`config.mk`:
```
export PLATFORM = sky130hd
export DESIGN_NAME = imem_fetch_ctrl
export DESIGN_NICKNAME = d
export VERILOG_FILES = /design/src/rtl/imem_fetch_ctrl_pkg.sv /design/src/rtl/imem_fetch_ctrl_queue.sv /design/src/rtl/imem_fetch_ctrl.sv
export SDC_FILE = /design/constraint.sdc
export NUM_CORES = 1
export LEC_CHECK = 0
export CORE_MARGIN = 2
export CORE_UTILIZATION = 25
export CTS_BUF_LIST = sky130_fd_sc_hd__clkbuf_16
export CTS_CLUSTER_DIAMETER = 80
export DETAILED_ROUTE_END_ITERATION = 6
export GPL_ROUTABILITY_DRIVEN = 0
export PLACE_DENSITY = 0.54
export SKIP_LAST_GASP = 1
export SLEW_MARGIN = 20
export SYNTH_ARGS = -nofsm -noshare
export SYNTH_HDL_FRONTEND = slang
export SYNTH_SLANG_ARGS = --single-unit
```
`constraint.sdc`:
```
create_clock -name clk -period 6.7 [get_ports clk]
set_clock_uncertainty 0.1 [all_clocks]
set_input_delay 0.67 -clock clk [delete_from_list [all_inputs] [get_ports clk]]
set_output_delay 0.67 -clock clk [all_outputs]
set_load 0.02 [all_outputs]
```
`src/rtl/imem_fetch_ctrl_pkg.sv`:
```
// imem_fetch_ctrl_pkg: shared widths and the fetch FSM state type.
package imem_fetch_ctrl_pkg;
  localparam int ADDR_W_DEF = 32;
  localparam int INSTR_W_DEF = 16;
  typedef enum logic [1:0] {RUN, DRAIN, HALTED} state_t;
endpackage

```
`src/rtl/imem_fetch_ctrl_queue.sv`:
```
// imem_fetch_ctrl_queue: small prefetch FIFO holding {instr,pc} entries with flush.
module imem_fetch_ctrl_queue #(
  parameter int W = 48,
  parameter int DEPTH = 2
) (
  input  logic                     clk,
  input  logic                     rst_n,
  input  logic                     push,
  input  logic                     pop,
  input  logic                     flush,
  input  logic [W-1:0]             din,
  output logic [W-1:0]             head,
  output logic [$clog2(DEPTH):0]   count
);
  localparam int PW = $clog2(DEPTH);
  localparam int CW = PW + 1;
  logic [W-1:0]  mem [DEPTH];
  logic [PW-1:0] rd, wr;
  always_ff @(posedge clk or negedge rst_n)
    if (!rst_n) begin
      rd <= '0;
      wr <= '0;
      count <= '0;
      for (int i = 0; i < DEPTH; i++) mem[i] <= '0;
    end else if (flush) begin
      rd <= '0;
      wr <= '0;
      count <= '0;
    end else begin
      if (push) begin
        mem[wr] <= din;
        wr <= wr + 1'b1;
      end
      if (pop) rd <= rd + 1'b1;
      count <= count + CW'(push) - CW'(pop);
    end
  assign head = mem[rd];
  a_no_overflow: assert property (@(posedge clk) disable iff (!rst_n) !(push && !flush && count == CW'(DEPTH)));
endmodule

```
`src/rtl/imem_fetch_ctrl.sv`:
```
// imem_fetch_ctrl: PC owner and fetch sequencer feeding decode through a prefetch queue.
// Redirects flush the queue and toggle an epoch so a fetch already in flight is dropped.
module imem_fetch_ctrl
  import imem_fetch_ctrl_pkg::*;
#(
  parameter int ADDR_W = ADDR_W_DEF,
  parameter int INSTR_W = INSTR_W_DEF,
  parameter int QDEPTH = 2,
  parameter logic [ADDR_W-1:0] RESET_PC = '0
) (
  input  logic               clk,
  input  logic               rst_n,
  output logic [ADDR_W-1:0]  imem_addr,
  input  logic [INSTR_W-1:0] imem_instr,
  output logic               inst_valid,
  output logic [INSTR_W-1:0] inst_out,
  output logic [ADDR_W-1:0]  inst_pc,
  input  logic               inst_ready,
  input  logic               redirect_valid,
  input  logic [ADDR_W-1:0]  redirect_pc,
  input  logic               halt_req,
  input  logic               resume,
  output logic               halted
);
  localparam int CW = $clog2(QDEPTH) + 1;
  state_t              state;
  logic [ADDR_W-1:0]   pc, tag_addr;
  logic                inflight, epoch, tag_epoch;
  logic [CW-1:0]       count;
  logic                issue, push, pop;
  logic [INSTR_W+ADDR_W-1:0] head;
  assign pop = inst_valid && inst_ready;
  // Credit counts the slot freed by this cycle's pop so a ready consumer sees one instruction per cycle.
  assign issue = state == RUN && !halt_req && (count - CW'(pop) + CW'(inflight)) < CW'(QDEPTH);
  assign push = inflight && tag_epoch == epoch && !redirect_valid;
  assign inst_valid = count != '0;
  assign imem_addr = pc;
  assign {inst_out, inst_pc} = head;
  always_ff @(posedge clk or negedge rst_n)
    if (!rst_n) begin
      pc <= RESET_PC;
      inflight <= 1'b0;
      tag_addr <= '0;
      tag_epoch <= 1'b0;
      epoch <= 1'b0;
      state <= RUN;
      halted <= 1'b0;
    end else begin
      inflight <= issue;
      if (issue) begin
        tag_addr <= pc;
        tag_epoch <= epoch;
      end
      pc <= redirect_valid ? redirect_pc : issue ? pc + 1'b1 : pc;
      if (redirect_valid) epoch <= ~epoch;
      case (state)
        RUN: if (halt_req) state <= DRAIN;
        DRAIN:
          if (!halt_req) state <= RUN;
          else if (!inflight) begin
            state <= HALTED;
            halted <= 1'b1;
          end
        HALTED:
          if (resume && !halt_req) begin
            state <= RUN;
            halted <= 1'b0;
          end
        default: state <= RUN;
      endcase
    end
  imem_fetch_ctrl_queue #(.W(INSTR_W + ADDR_W), .DEPTH(QDEPTH)) u_queue (
    .clk(clk),
    .rst_n(rst_n),
    .push(push),
    .pop(pop),
    .flush(redirect_valid),
    .din({imem_instr, tag_addr}),
    .head(head),
    .count(count)
  );
endmodule

```
== Word level (Yosys, flattened, before mapping) ==
Index checks and enable logic that the tools add are counted.
W data, S select, Z words.

* Output and inout port bits: 82
* Bits of input ports: 54
* Bits in registers: 170
* Word-level logic and storage cells: 75

* Order comparisons: 4
* Reduce and logical (&&, ||, !) cells: 18
* Eq/ne operators: 8
* Multiplexer cells: 22
* Bitwise operators: 4
* Add/subtract/negate cells: 7

{| class="wikitable"
|+ Operators with widths
! operator !! count
|-
| $mux W48 || 4
|-
| $bwmux W96 || 1
|-
| $mux W32 || 2
|-
| $demux W48 S1 || 1
|-
| $add A32 B1 Y32 const B || 1
|-
| $mux W2 || 5
|-
| $reduce_bool A2 Y1 || 5
|-
| $ne A2 B2 Y1 const B || 4
|-
| $logic_and A1 B1 Y1 || 7
|-
| $mux W1 || 7
|-
| $pmux W2 S3 || 1
|-
| $add A2 B1 Y2 || 2
|-
| $ge A2 B2 Y1 const B || 2
|-
| $not A1 Y2 || 2
|-
| $reduce_and A4 Y1 || 1
|-
| $sub A2 B1 Y2 || 2
|-
| $ne A3 B3 Y1 const B || 1
|-
| $reduce_and A3 Y1 || 1
|-
| $add A1 B1 Y1 const B || 2
|-
| $eq A2 B1 Y1 const B || 1
|-
| $eq A2 B2 Y1 const B || 1
|-
| $logic_not A1 Y1 || 2
|-
| $logic_not A2 Y1 || 1
|-
| $lt A2 B1 Y1 const B || 1
|-
| other kinds (5) || 6
|}

== Depth between registers and ports, before layout ==
Gate-level depths: netlist of the first run.

* Word-level depth: 8
* Depth in mapped cells: 10
* Mapped depth without buffers: 8

== Cells and area by module ==
Synthesis of the first run repeated with hierarchy kept, for this count alone.

* Cells, all modules: 602
* Area total of the unflattened synthesis: 7,753.7 µm²

{| class="wikitable"
|+ By module, submodules not included
! module !! cells an instance !! sequential area each (µm²) !! instances !! area an instance (µm²)
|-
| imem_fetch_ctrl_queue || 272 || 2,502.4 || 1 || 4,335.4
|-
| imem_fetch_ctrl || 330 || 1,751.7 || 1 || 3,418.3
|}

== Least setup slack after synthesis of the first run ==
OpenSTA, ideal clock, no wires.

* Kind: register to register
* From: reg u_queue.count[1]
* To: reg pc[22], in the netlist imem_addr[22]
* Clock period less this slack: 2.962 ns
* Setup time: 0.126 ns
* Data required time: 6.474 ns
* Arrival time: 2.736 ns
* Buffers on the path: 1
* Cell stages (with the launch flop): 9
* Setup slack: 3.738 ns
* Cells stage by stage: dfrtp_1 -> or2_2 -> and2_1 -> ha_1 -> xor2_1 -> xor2_1 -> clkbuf_1 -> or4b_2 -> a221o_1

* Cells in the longest elaborated chain, start to end: 7

{| class="wikitable"
|+ RTL lines
! element !! line !! text
|-
| start, declared || imem_fetch_ctrl_queue.sv:13 || <nowiki>output logic [$clog2(DEPTH):0] count</nowiki>
|-
| start signal, assigned || imem_fetch_ctrl_queue.sv:35 || <nowiki>count <= count + CW'(push) - CW'(pop);</nowiki>
|-
| $reduce_bool A2 Y1 || imem_fetch_ctrl.sv:36 || <nowiki>assign inst_valid = count != '0;</nowiki>
|-
| via inst_valid || imem_fetch_ctrl.sv:15 || <nowiki>output logic inst_valid,</nowiki>
|-
| $logic_and A1 B1 Y1 || imem_fetch_ctrl.sv:32 || <nowiki>assign pop = inst_valid && inst_ready;</nowiki>
|-
| $sub A2 B1 Y2 || imem_fetch_ctrl.sv:34 || <nowiki>assign issue = state == RUN && !halt_req && (count - CW'(pop) + CW'(inflight)) < CW'(QDEPTH);</nowiki>
|-
| $add A2 B1 Y2 || imem_fetch_ctrl.sv:34 ||
|-
| $lt A2 B2 Y1 || imem_fetch_ctrl.sv:34 ||
|-
| $logic_and A1 B1 Y1 || imem_fetch_ctrl.sv:34 ||
|-
| $reduce_bool A2 Y1 (no source line) || - ||
|-
| end signal, assigned || imem_fetch_ctrl.sv:54 || <nowiki>pc <= redirect_valid ? redirect_pc : issue ? pc + 1'b1 : pc;</nowiki>
|-
| end, declared || imem_fetch_ctrl.sv:27 || <nowiki>logic [ADDR_W-1:0] pc, tag_addr;</nowiki>
|}

The timed path passes the listed nets, and every way through them passes these cells.
A chain may end at the register's enable or synchronous reset.

== Worst setup path in the final report of the first run ==
* From: reg u_queue.rd
* To: out inst_pc[7]

* Cells in the longest elaborated chain, start to end: 4

{| class="wikitable"
|+ RTL lines
! element !! line !! text
|-
| start, declared || imem_fetch_ctrl_queue.sv:18 || <nowiki>logic [PW-1:0] rd, wr;</nowiki>
|-
| start signal, assigned || imem_fetch_ctrl_queue.sv:34 || <nowiki>if (pop) rd <= rd + 1'b1;</nowiki>
|-
| $not A1 Y2 (implied by the code) || imem_fetch_ctrl_queue.sv:37 || <nowiki>assign head = mem[rd];</nowiki>
|-
| $mux W48 (implied by the code) (3 in a row) || imem_fetch_ctrl_queue.sv:37 ||
|-
| end, declared || imem_fetch_ctrl.sv:17 || <nowiki>output logic [ADDR_W-1:0] inst_pc,</nowiki>
|}

Every way passes these cells. The select of a mux whose other input is x is not followed.

==> results of run 1 <==
## worst max-delay path: stages, from the launching register on
cell and delay, ns:
dfrtp_2 0.60, buf_4 0.56, mux2_2 0.41, clkdlybuf4s50_1 0.54
## metrics by stage
step / std cells / hold WS, ns / cell area (sq um)
finish: 1136 / 0.2575 / 10080
global route: 1136 / 0.3263 / 10080
CTS: 1136 / 0.2896 / 10070
detailed placement: 1106 / 0.3873 / 9490
global placement: 1106 / 0.3807 / 9490
floorplan: 603 / 0.2744 / 7732
## worst min-delay path by stage
stage,startpoint,end,slack (ns)
global route,rst_n,u_queue.mem[47],0.33
global placement,u_queue.mem[47],u_queue.mem[47],0.38
finish,rst_n,u_queue.mem[9],0.26
detailed placement,u_queue.mem[47],u_queue.mem[47],0.39
floorplan,rst_n,epoch,0.27
CTS,rst_n,u_queue.mem[13],0.29
## sequential cells by signal, indices dropped and copies added (netlist names)
register	count
epoch	1
halted	1
imem_addr	32
inflight	1
state	2
tag_addr	32
tag_epoch	1
u_queue.count	2
u_queue.mem	96
u_queue.rd	1
u_queue.wr	1
## final cells by class
| type | instances | area, sq um | share of cell area |
|---|---|---|---|
| Clock buffer | 17 | 425.4 | 0.04220 |
| Clock inverter | 13 | 152.6 | 0.01514 |
| Inverter | 7 | 26.28 | 0.002607 |
| Multi-Input combinational cell | 392 | 3328 | 0.3302 |
| Sequential cell | 170 | 4255 | 0.4222 |
| Tap cell | 396 | 495.5 | 0.04916 |
| Timing Repair Buffer | 141 | 1396 | 0.1385 |
## power by group through the flow
stage	registers (mW)	logic (mW)	clock network, mW
2_1_floorplan	1.65	1.18	0
3_3_place_gp	1.70	1.83	0
3_5_place_dp	1.72	1.85	0
4_1_cts	1.70	1.86	1.03
5_1_grt	1.76	1.97	1.07
6_report	1.69	1.82	0.998
## cells by family (layout without fill, tap and decap cells)
| group | count (synthesis) | in the layout | synth area share |
|---|---|---|---|
| AO/OA/AOI/OAI | 48 | 48 | 0.04110 |
| XOR/XNOR | 17 | 17 | 0.01926 |
| adder cells (fa/ha/maj) | 3 | 3 | 0.004855 |
| buffers and inverters | 41 | 178 | 0.02168 |
| flip-flops | 170 | 170 | 0.5502 |
| multiplexers | 181 | 181 | 0.2626 |
| AND/OR/NAND/NOR | 143 | 143 | 0.1003 |
## cell usage after synthesis, drive strengths merged
| library cell | count | share of area |
|---|---|---|
| o31ai | 5 | 0.0049 |
| a22oi | 4 | 0.0039 |
| or4b | 2 | 0.0026 |
| nand3b | 1 | 0.00097 |
| a221o | 6 | 0.0078 |
| or3 | 5 | 0.0040 |
| and3 | 4 | 0.0032 |
| buf | 16 | 0.0095 |
| nand2 | 37 | 0.018 |
| or4 | 10 | 0.010 |
| xnor2 | 8 | 0.0091 |
| o21ai | 18 | 0.012 |
| nand3 | 16 | 0.010 |
| nand2b | 3 | 0.0024 |
| o211ai | 1 | 0.00097 |
| xor2 | 9 | 0.010 |
| nor2b | 11 | 0.0089 |
| mux2i | 6 | 0.0078 |
| nor4 | 8 | 0.0084 |
| nor3 | 8 | 0.0058 |
| nor3b | 2 | 0.0019 |
| nor2 | 23 | 0.011 |
| and4 | 1 | 0.0011 |
| and2 | 4 | 0.0032 |
| a31oi | 9 | 0.0073 |
| dfrtp | 170 | 0.55 |
| inv | 7 | 0.0034 |
| clkbuf | 18 | 0.0087 |
| ha | 3 | 0.0049 |
| a21oi | 2 | 0.0013 |
| or2 | 1 | 0.00081 |
| a211o | 3 | 0.0034 |
| mux2 | 175 | 0.25 |
| nand4bb | 1 | 0.0015 |
| nand4 | 6 | 0.0057 |
## metal layers
layer | part of all wire | routed length, um | vias up | track usage
li1 | - | - | 2428 | -
met5 | 0 | 0 | - | 0
met1 | 0.48 | 9300 | 2632 | 0.1678
met2 | 0.46 | 9032 | 109 | 0.1986
met3 | 0.046 | 899 | 16 | 0.03626
met4 | 0.011 | 223 | 0 | 0.03480
==> out/metrics.csv, run 1 <==
stage;metric;value;unit
logic_synthesis;yosysWarnings;0;
grt;grt_pass1_wl;31790;um
sta;max_freq;0.2978;GHz
die;pin_count;136;
clocking;ctsHoldBuffers;0;
cells_and_area;fill_cells;3058;
die;dieArea;32350;sq um
routing;route.vias.total;5185;
sta;hold_violations;0;
die;die_w;179.9;um
run;drv_cap;0;
cells_and_area;fin_nets;786;
power_and_ir_drop;p_comb_frac;0.403;
clocking;cts-root-buf;clkbuf_16;
logic_synthesis;ys_ff_latch;170;
clocking;cts_tree;yes;
sta;tightestPinTransition;1.023;ns
cells_and_area;layout_commonest_cell;mux2_2;
cells_and_area;area_growth;30.36;%
setup_path;reg2reg_from;u_queue.count[1];
clocking;clock_sinks;170;
min_path;worstHoldPathType;in2async;
sta;worst_slew_margin_rel;0.3154;
cells_and_area;fin_util;0.3304;
power_and_ir_drop;seqPwrFrac;0.375;
status;status;finished clean;
grt;grtUsageTotal;0.1256;
setup_path;cp.arrival;2.59;ns
sta;setup_viol_count_final;0;
power_and_ir_drop;p_int;3.019;mW
clocking;cts_made_buffers;17;
place;post-place-ws;2.914;ns
setup_path;r2r_end;imem_addr[16];
die;core;30510;sq um
setup_path;critPathKind;reg2out;
cells_and_area;n_antenna_cell;0;
routing;drc;0;
grt;grt_pass1_vias;5422;
place;port_buffers;135;
die;initial_utilization;0.2534;
routing;viasPerCell;4.564;
logic_synthesis;syn-cell-area;7732;sq um
power_and_ir_drop;switching_power;1.493;mW
routing;firstDrtPassIters;6;
die;rows;64;
setup_path;end_kind;primary output;
die;die_y;179.9;um
sta;fin_crit_sh;0.5012;
logic_synthesis;syn_avg_cell_area;12.82;sq um
clocking;post-cts-setup-buffers;0;
power_and_ir_drop;power.share.clock;0.221;
routing;drtIter0Drc;124;
routing;wl_per_cell;17.13;um
clocking;path_clk_slew;0.07;ns
cells_and_area;drive_gt1_frac;0.2986;
grt;overflow;0;
cells_and_area;mostFrequentLayoutCells;mux2_2, dfrtp_1, clkdlybuf4s50_1, nand2_1, nor2_1;
power_and_ir_drop;p_total;4.512;mW
power_and_ir_drop;swShare;0.3309;
power_and_ir_drop;p_per_area;447.7;nW/um^2
logic_synthesis;synth_cell_type_count;42;
sta;rsz0062_at_grt;false;
setup_path;timing.critical_path.from;u_queue.rd;
routing;ant_nets;0;
sta;final.min_clock_period;3.358;ns
clocking;clock_path_buffers;2;
sta;report.final.slew_viol_count;0;
power_and_ir_drop;vdd_drop_max;169.5;uV
logic_synthesis;synthCells;603;
routing;wirelength;19460;um
logic_synthesis;syn_nets;660;
setup_path;crit_fanout;37;
setup_path;r2r_slack;3.39;ns
clocking;h-tree-depth;4;
setup_path;critPathLaunchType;flip-flop;
setup_path;crit_required;5.93;ns
clocking;worstSkewPairLatency;0.42;ns
power_and_ir_drop;p_leak;4.201;nW
clocking;post_cts_resized;0;
sta;fin_setup_tns;0;ns
place;place_hpwl;12980;um
setup_path;worstRegToRegCells;8;
sta;finalWorstSetupSlack;3.342;ns
grt;grt_antenna_before_repair;0;
setup_path;critPathCapture;inst_pc[7];
logic_synthesis;ys_seq_area_frac;0.5502;
grt;grt_max_degree;96;
Note: power is estimated with default switching activity, not from simulation.
==> run 2: changes to the inputs <==
==> constraint.sdc (replaced) <==
create_clock -name clk -period 3.1 [get_ports clk]
set_clock_uncertainty 0.1 [all_clocks]
set_input_delay 0.31 -clock clk [delete_from_list [all_inputs] [get_ports clk]]
set_output_delay 0.31 -clock clk [all_outputs]
set_load 0.02 [all_outputs]
==> run 2 against run 1 <==
Cell count up 1.9%. Largest power group unchanged. Core utilization up 0.37 points. Non-clock buffer count up 20. Register-to-register slack worse by 3.3 ns. Critical path depth up 6. Routed wire length up 3.0%. Sequential share of layout area down 0.46 points.
==> out/metrics.csv, run 2 (synthesis gave the netlist of run 1 again) <==
stage;metric;value;unit
die;core;30510;sq um
sta;setup_viol_count_final;0;
setup_path;crit_required;3.36;ns
cells_and_area;layout_commonest_cell;mux2_2;
setup_path;worstRegToRegCells;9;
clocking;post-cts-setup-buffers;0;
place;port_buffers;135;
routing;route.vias.total;5169;
setup_path;end_kind;flip-flop;
clocking;h-tree-depth;4;
grt;grtUsageTotal;0.1269;
routing;wl_per_cell;17.31;um
min_path;worstHoldPathType;in2reg;
min_path;hold_depth;2;
sta;hold_violations;0;
routing;drc;0;
sta;fin_crit_sh;0.9564;
place;post-place-ws;0.004754;ns
grt;grt_pass1_vias;5390;
cells_and_area;regMostFlops;u_queue.mem;
status;status;finished clean;
die;dieArea;32350;sq um
setup_path;critPathKind;reg2reg;
grt;grt_pass1_wl;31870;um
routing;firstDrtPassIters;4;
grt;grt_max_degree;88;
sta;worst_slew_margin_rel;0.5401;
cells_and_area;final_cell_area;10190;sq um
setup_path;cp.arrival;3.22;ns
clocking;path_clk_slew;0.07;ns
sta;hold_slack;0.1097;ns
run;drv_cap;0;
routing;drtIter0Drc;238;
cells_and_area;mostFrequentLayoutCells;mux2_2, dfrtp_1, clkdlybuf4s50_1, nand2_1, buf_4;
clocking;cts-root-buf;clkbuf_16;
cells_and_area;drive_gt1_frac;0.3176;
clocking;cts_made_buffers;17;
clocking;worstSkewPairLatency;0.43;ns
power_and_ir_drop;vdd_drop_max;416.7;uV
cells_and_area;fin_nets;806;
die;initial_utilization;0.2534;
grt;grt_antenna_before_repair;0;
power_and_ir_drop;p_per_area;953.1;nW/um^2
sta;tightestPinTransition;0.6891;ns
setup_path;crit_fanout;9;
routing;ant_nets;0;
clocking;clock_path_buffers;2;
sta;max_freq;0.3373;GHz
clocking;clock_sinks;170;
power_and_ir_drop;p_total;9.713;mW
clocking;cts_tree;yes;
sta;report.final.slew_viol_count;0;
place;place_hpwl;13550;um
power_and_ir_drop;p_leak;4.285;nW
die;die_w;179.9;um
sta;finalWorstSetupSlack;0.1350;ns
grt;overflow;0;
die;pin_count;136;
routing;wirelength;20040;um
routing;viasPerCell;4.464;
die;rows;64;
die;die_y;179.9;um
cells_and_area;n_antenna_cell;0;
place;post_dp_cell_area;9646;sq um
cells_and_area;area_growth;31.80;%
setup_path;critPathLaunchType;flip-flop;
sta;final.min_clock_period;2.965;ns
cells_and_area;largest_reg_flops;96;
-- run 2: cell count changes in the layout (fill, tap and decap cells not counted), sizes merged --
cell,delta
dlygate4sd3,+1
clkinv,+3
bufinv,-3
inv,+2
buf,+19
-- run 2: final cells by class --
cell class                      count  area [sq um]
Clock buffer                       17         425.4
Clock inverter                     15         103.9
Fill cell                        3052         20320
Inverter                            7         26.28
Multi-Input combinational cell    392          3327
Sequential cell                   170          4255
Tap cell                          396         495.5
Timing Repair Buffer              161          1558
-- run 2: final timing paths --
kind                             startpoint               end  slack [ns]
max                        u_queue.count[1]     imem_addr[30]        0.14
max reg2reg                u_queue.count[1]     imem_addr[30]        0.14
max in group asynchronous             rst_n     imem_addr[31]        1.67
min reg2reg                 u_queue.mem[33]   u_queue.mem[33]        0.40
min                          redirect_valid  u_queue.count[1]        0.11
min in group asynchronous             rst_n   u_queue.mem[47]        0.25
-- run 2: critical path, stage by stage (launching register included) --
cell	delay, ns
dfrtp_1	0.38
or2_2	0.31
and2_1	0.19
ha_1	0.31
nor2b_2	0.16
xor2_1	0.14
buf_4	0.20
or4b_4	0.60
or4_1	0.41
nand3_1	0.09
-- run 2: routing by layer --
layer,vias up,share of wire,GRT usage
li1,2467,-,-
met1,2576,0.48,0.1746
met2,104,0.46,0.1989
met3,22,0.037,0.02472
met4,0,0.017,0.04455
met5,-,0,0
-- run 2: power breakdown --
part	switching (mW)	total, mW	leakage, nW	internal, mW
logic	1.84	4.11	1.92	2.27
registers	0.524	3.63	2.10	3.10
clock network	0.950	1.98	0.263	1.03
total	3.31	9.71	4.29	6.40
-- run 2: per-stage QoR --
step	setup TNS, ns	util	std cells
5_1_grt	-0.04270	0.3340	1158
4_1_cts	0	0.3339	1158
6_report	0	0.3340	1158
3_5_place_dp	0	0.3162	1125
2_1_floorplan	0	-	603
3_3_place_gp	0	0.3162	1125
-- run 2: what timing repair did --
item                                    in CTS  in global routing
gates resized for setup                      1                  1
hold buffers                                 1                  0
hold endpoints to repair                    35                  0
endpoints found under the setup margin       1                  7
==> run 3: changes to the inputs <==
--- a/config.mk
+++ b/config.mk
@@ -5,7 +5,7 @@
 export SDC_FILE = /design/constraint.sdc
 export NUM_CORES = 1
 export LEC_CHECK = 0
-export CORE_MARGIN = 2
+export CORE_MARGIN = 3
 export CORE_UTILIZATION = 25
 export CTS_BUF_LIST = sky130_fd_sc_hd__clkbuf_16
 export CTS_CLUSTER_DIAMETER = 80
==> run 3 against run 2 <==
Sequential cell count is the same. Largest cell class unchanged. Critical path type unchanged. Non-clock buffer count shrank 5. Combinational power shrank 1%. Largest power group unchanged.
==> out/metrics.csv, run 3 (synthesis gave the netlist of run 1 again) <==
stage;metric;value;unit
status;status;finished clean;
cells_and_area;regMostFlops;u_queue.mem;
clocking;post-cts-setup-buffers;0;
sta;max_freq;0.3395;GHz
grt;grtUsageTotal;0.1193;
place;post_dp_cell_area;9625;sq um
routing;wl_per_cell;16.93;um
sta;hold_violations;0;
grt;grt_antenna_before_repair;0;
cells_and_area;mostFrequentLayoutCells;mux2_2, dfrtp_1, clkdlybuf4s50_1, nand2_1, nor2_1;
power_and_ir_drop;p_per_area;966.2;nW/um^2
power_and_ir_drop;p_leak;4.309;nW
setup_path;end_kind;flip-flop;
sta;finalWorstSetupSlack;0.1545;ns
die;core;30030;sq um
sta;setup_viol_count_final;0;
sta;fin_setup_tns;0;ns
cells_and_area;fin_nets;801;
clocking;cts-root-buf;clkbuf_16;
setup_path;cp_slowest_cell;or4b_4;
cells_and_area;drive_gt1_frac;0.3184;
die;dieArea;33080;sq um
sta;final.min_clock_period;2.946;ns
setup_path;worst-path-buf-inv;1;
clocking;cts_made_buffers;17;
routing;drc;0;
routing;wirelength;19420;um
cells_and_area;layout_commonest_cell;mux2_2;
setup_path;cp.arrival;3.21;ns
die;die_y;181.9;um
sta;worst_slew_margin_rel;0.5519;
clocking;cts_tree;yes;
place;port_buffers;135;
sta;tightestPinTransition;0.6698;ns
sta;fin_crit_sh;0.9502;
power_and_ir_drop;p_total;9.898;mW
cells_and_area;fin_util;0.3411;
die;rows;63;
routing;viasPerCell;4.481;
min_path;worstHoldPathType;in2reg;
cells_and_area;n_antenna_cell;0;
setup_path;crit_fanout;7;
sta;report.final.slew_viol_count;0;
cells_and_area;final_cells;1147;
grt;overflow;0;
grt;grt_max_degree;79;
cells_and_area;multi_input_area;3327;sq um
routing;drtIter0Drc;143;
setup_path;critPathLaunchType;flip-flop;
sta;rsz0062_at_grt;true;
routing;firstDrtPassIters;4;
setup_path;slowest_delay;0.59;ns
place;post-place-ws;0.03829;ns
routing;route.vias.total;5140;
cells_and_area;area_growth;32.48;%
die;pin_count;136;
die;die_w;181.9;um
grt;grt_pass1_wl;30860;um
routing;ant_nets;0;
die;initial_utilization;0.2575;
setup_path;crit_family;simple AND/OR/NAND/NOR gates;
sta;hold_slack;0.07183;ns
setup_path;crit_chain;or2_2 -> and2_1 -> ha_1 -> nor2b_2 -> xor2_1 -> buf_4 -> or4b_4 -> or4_1 -> nand3_1;
place;dp_cells;1114;
clocking;clock_sinks;170;
setup_path;crit_required;3.36;ns
clocking;worstSkewPairLatency;0.43;ns
clocking;path_clk_slew;0.07;ns
cells_and_area;largest_reg_flops;96;
cells_and_area;regArea;4255;sq um
grt;grt_pass1_vias;5277;
cells_and_area;final_cell_area;10240;sq um
run;drv_cap;0;
setup_path;critPathKind;reg2reg;
clocking;clock_path_buffers;2;
cells_and_area;fill_cells;2988;
power_and_ir_drop;vdd_drop_max;387.9;uV
place;place_hpwl;13720;um
clocking;h-tree-depth;4;
==> run 3: layer usage <==
metal / GRT usage / vias up / share of wire
met5: 0 / - / 0
met4: 0.03656 / 0 / 0.011
met3: 0.02684 / 17 / 0.031
met2: 0.1948 / 79 / 0.48
met1: 0.1579 / 2589 / 0.47
li1: - / 2455 / -
==> run 3: worst paths after layout <==
check	from	end	slack [ns]	depth (start not counted)
worst min-delay path	redirect_valid	u_queue.count[1]	0.07	2
worst max-delay path	u_queue.count[1]	imem_addr[30]	0.15	9
worst max register to register	u_queue.count[1]	imem_addr[30]	0.15	9
worst min register to register	u_queue.mem[11]	u_queue.mem[11]	0.40	1
min in group asynchronous	rst_n	u_queue.mem[3]	0.20	2
max in group asynchronous	rst_n	tag_addr[21]	1.95	3
==> run 3: final cells by class <==
cell class / count / area share
clock inverters: 15 / 0.01722
well taps: 390 / 0.04764
clock buffers: 17 / 0.04153
flip-flops and latches: 170 / 0.4154
repair buffers: 156 / 0.1508
inverters: 7 / 0.002565
multi-input cells: 392 / 0.3248
==> run 3: where the power goes <==
part	total (mW)	switching (mW)	internal, mW
Combinational	4.07	1.81	2.26
Clock	2.19	1.02	1.16
Sequential	3.64	0.539	3.10
Total	9.90	3.37	6.52
==> run 3: what timing repair did <==
action,4_1_cts,5_1_grt
hold buffers,1,0
endpoints found under the hold margin,25,0
setup endpoints to repair,0,7
resized for setup,0,2
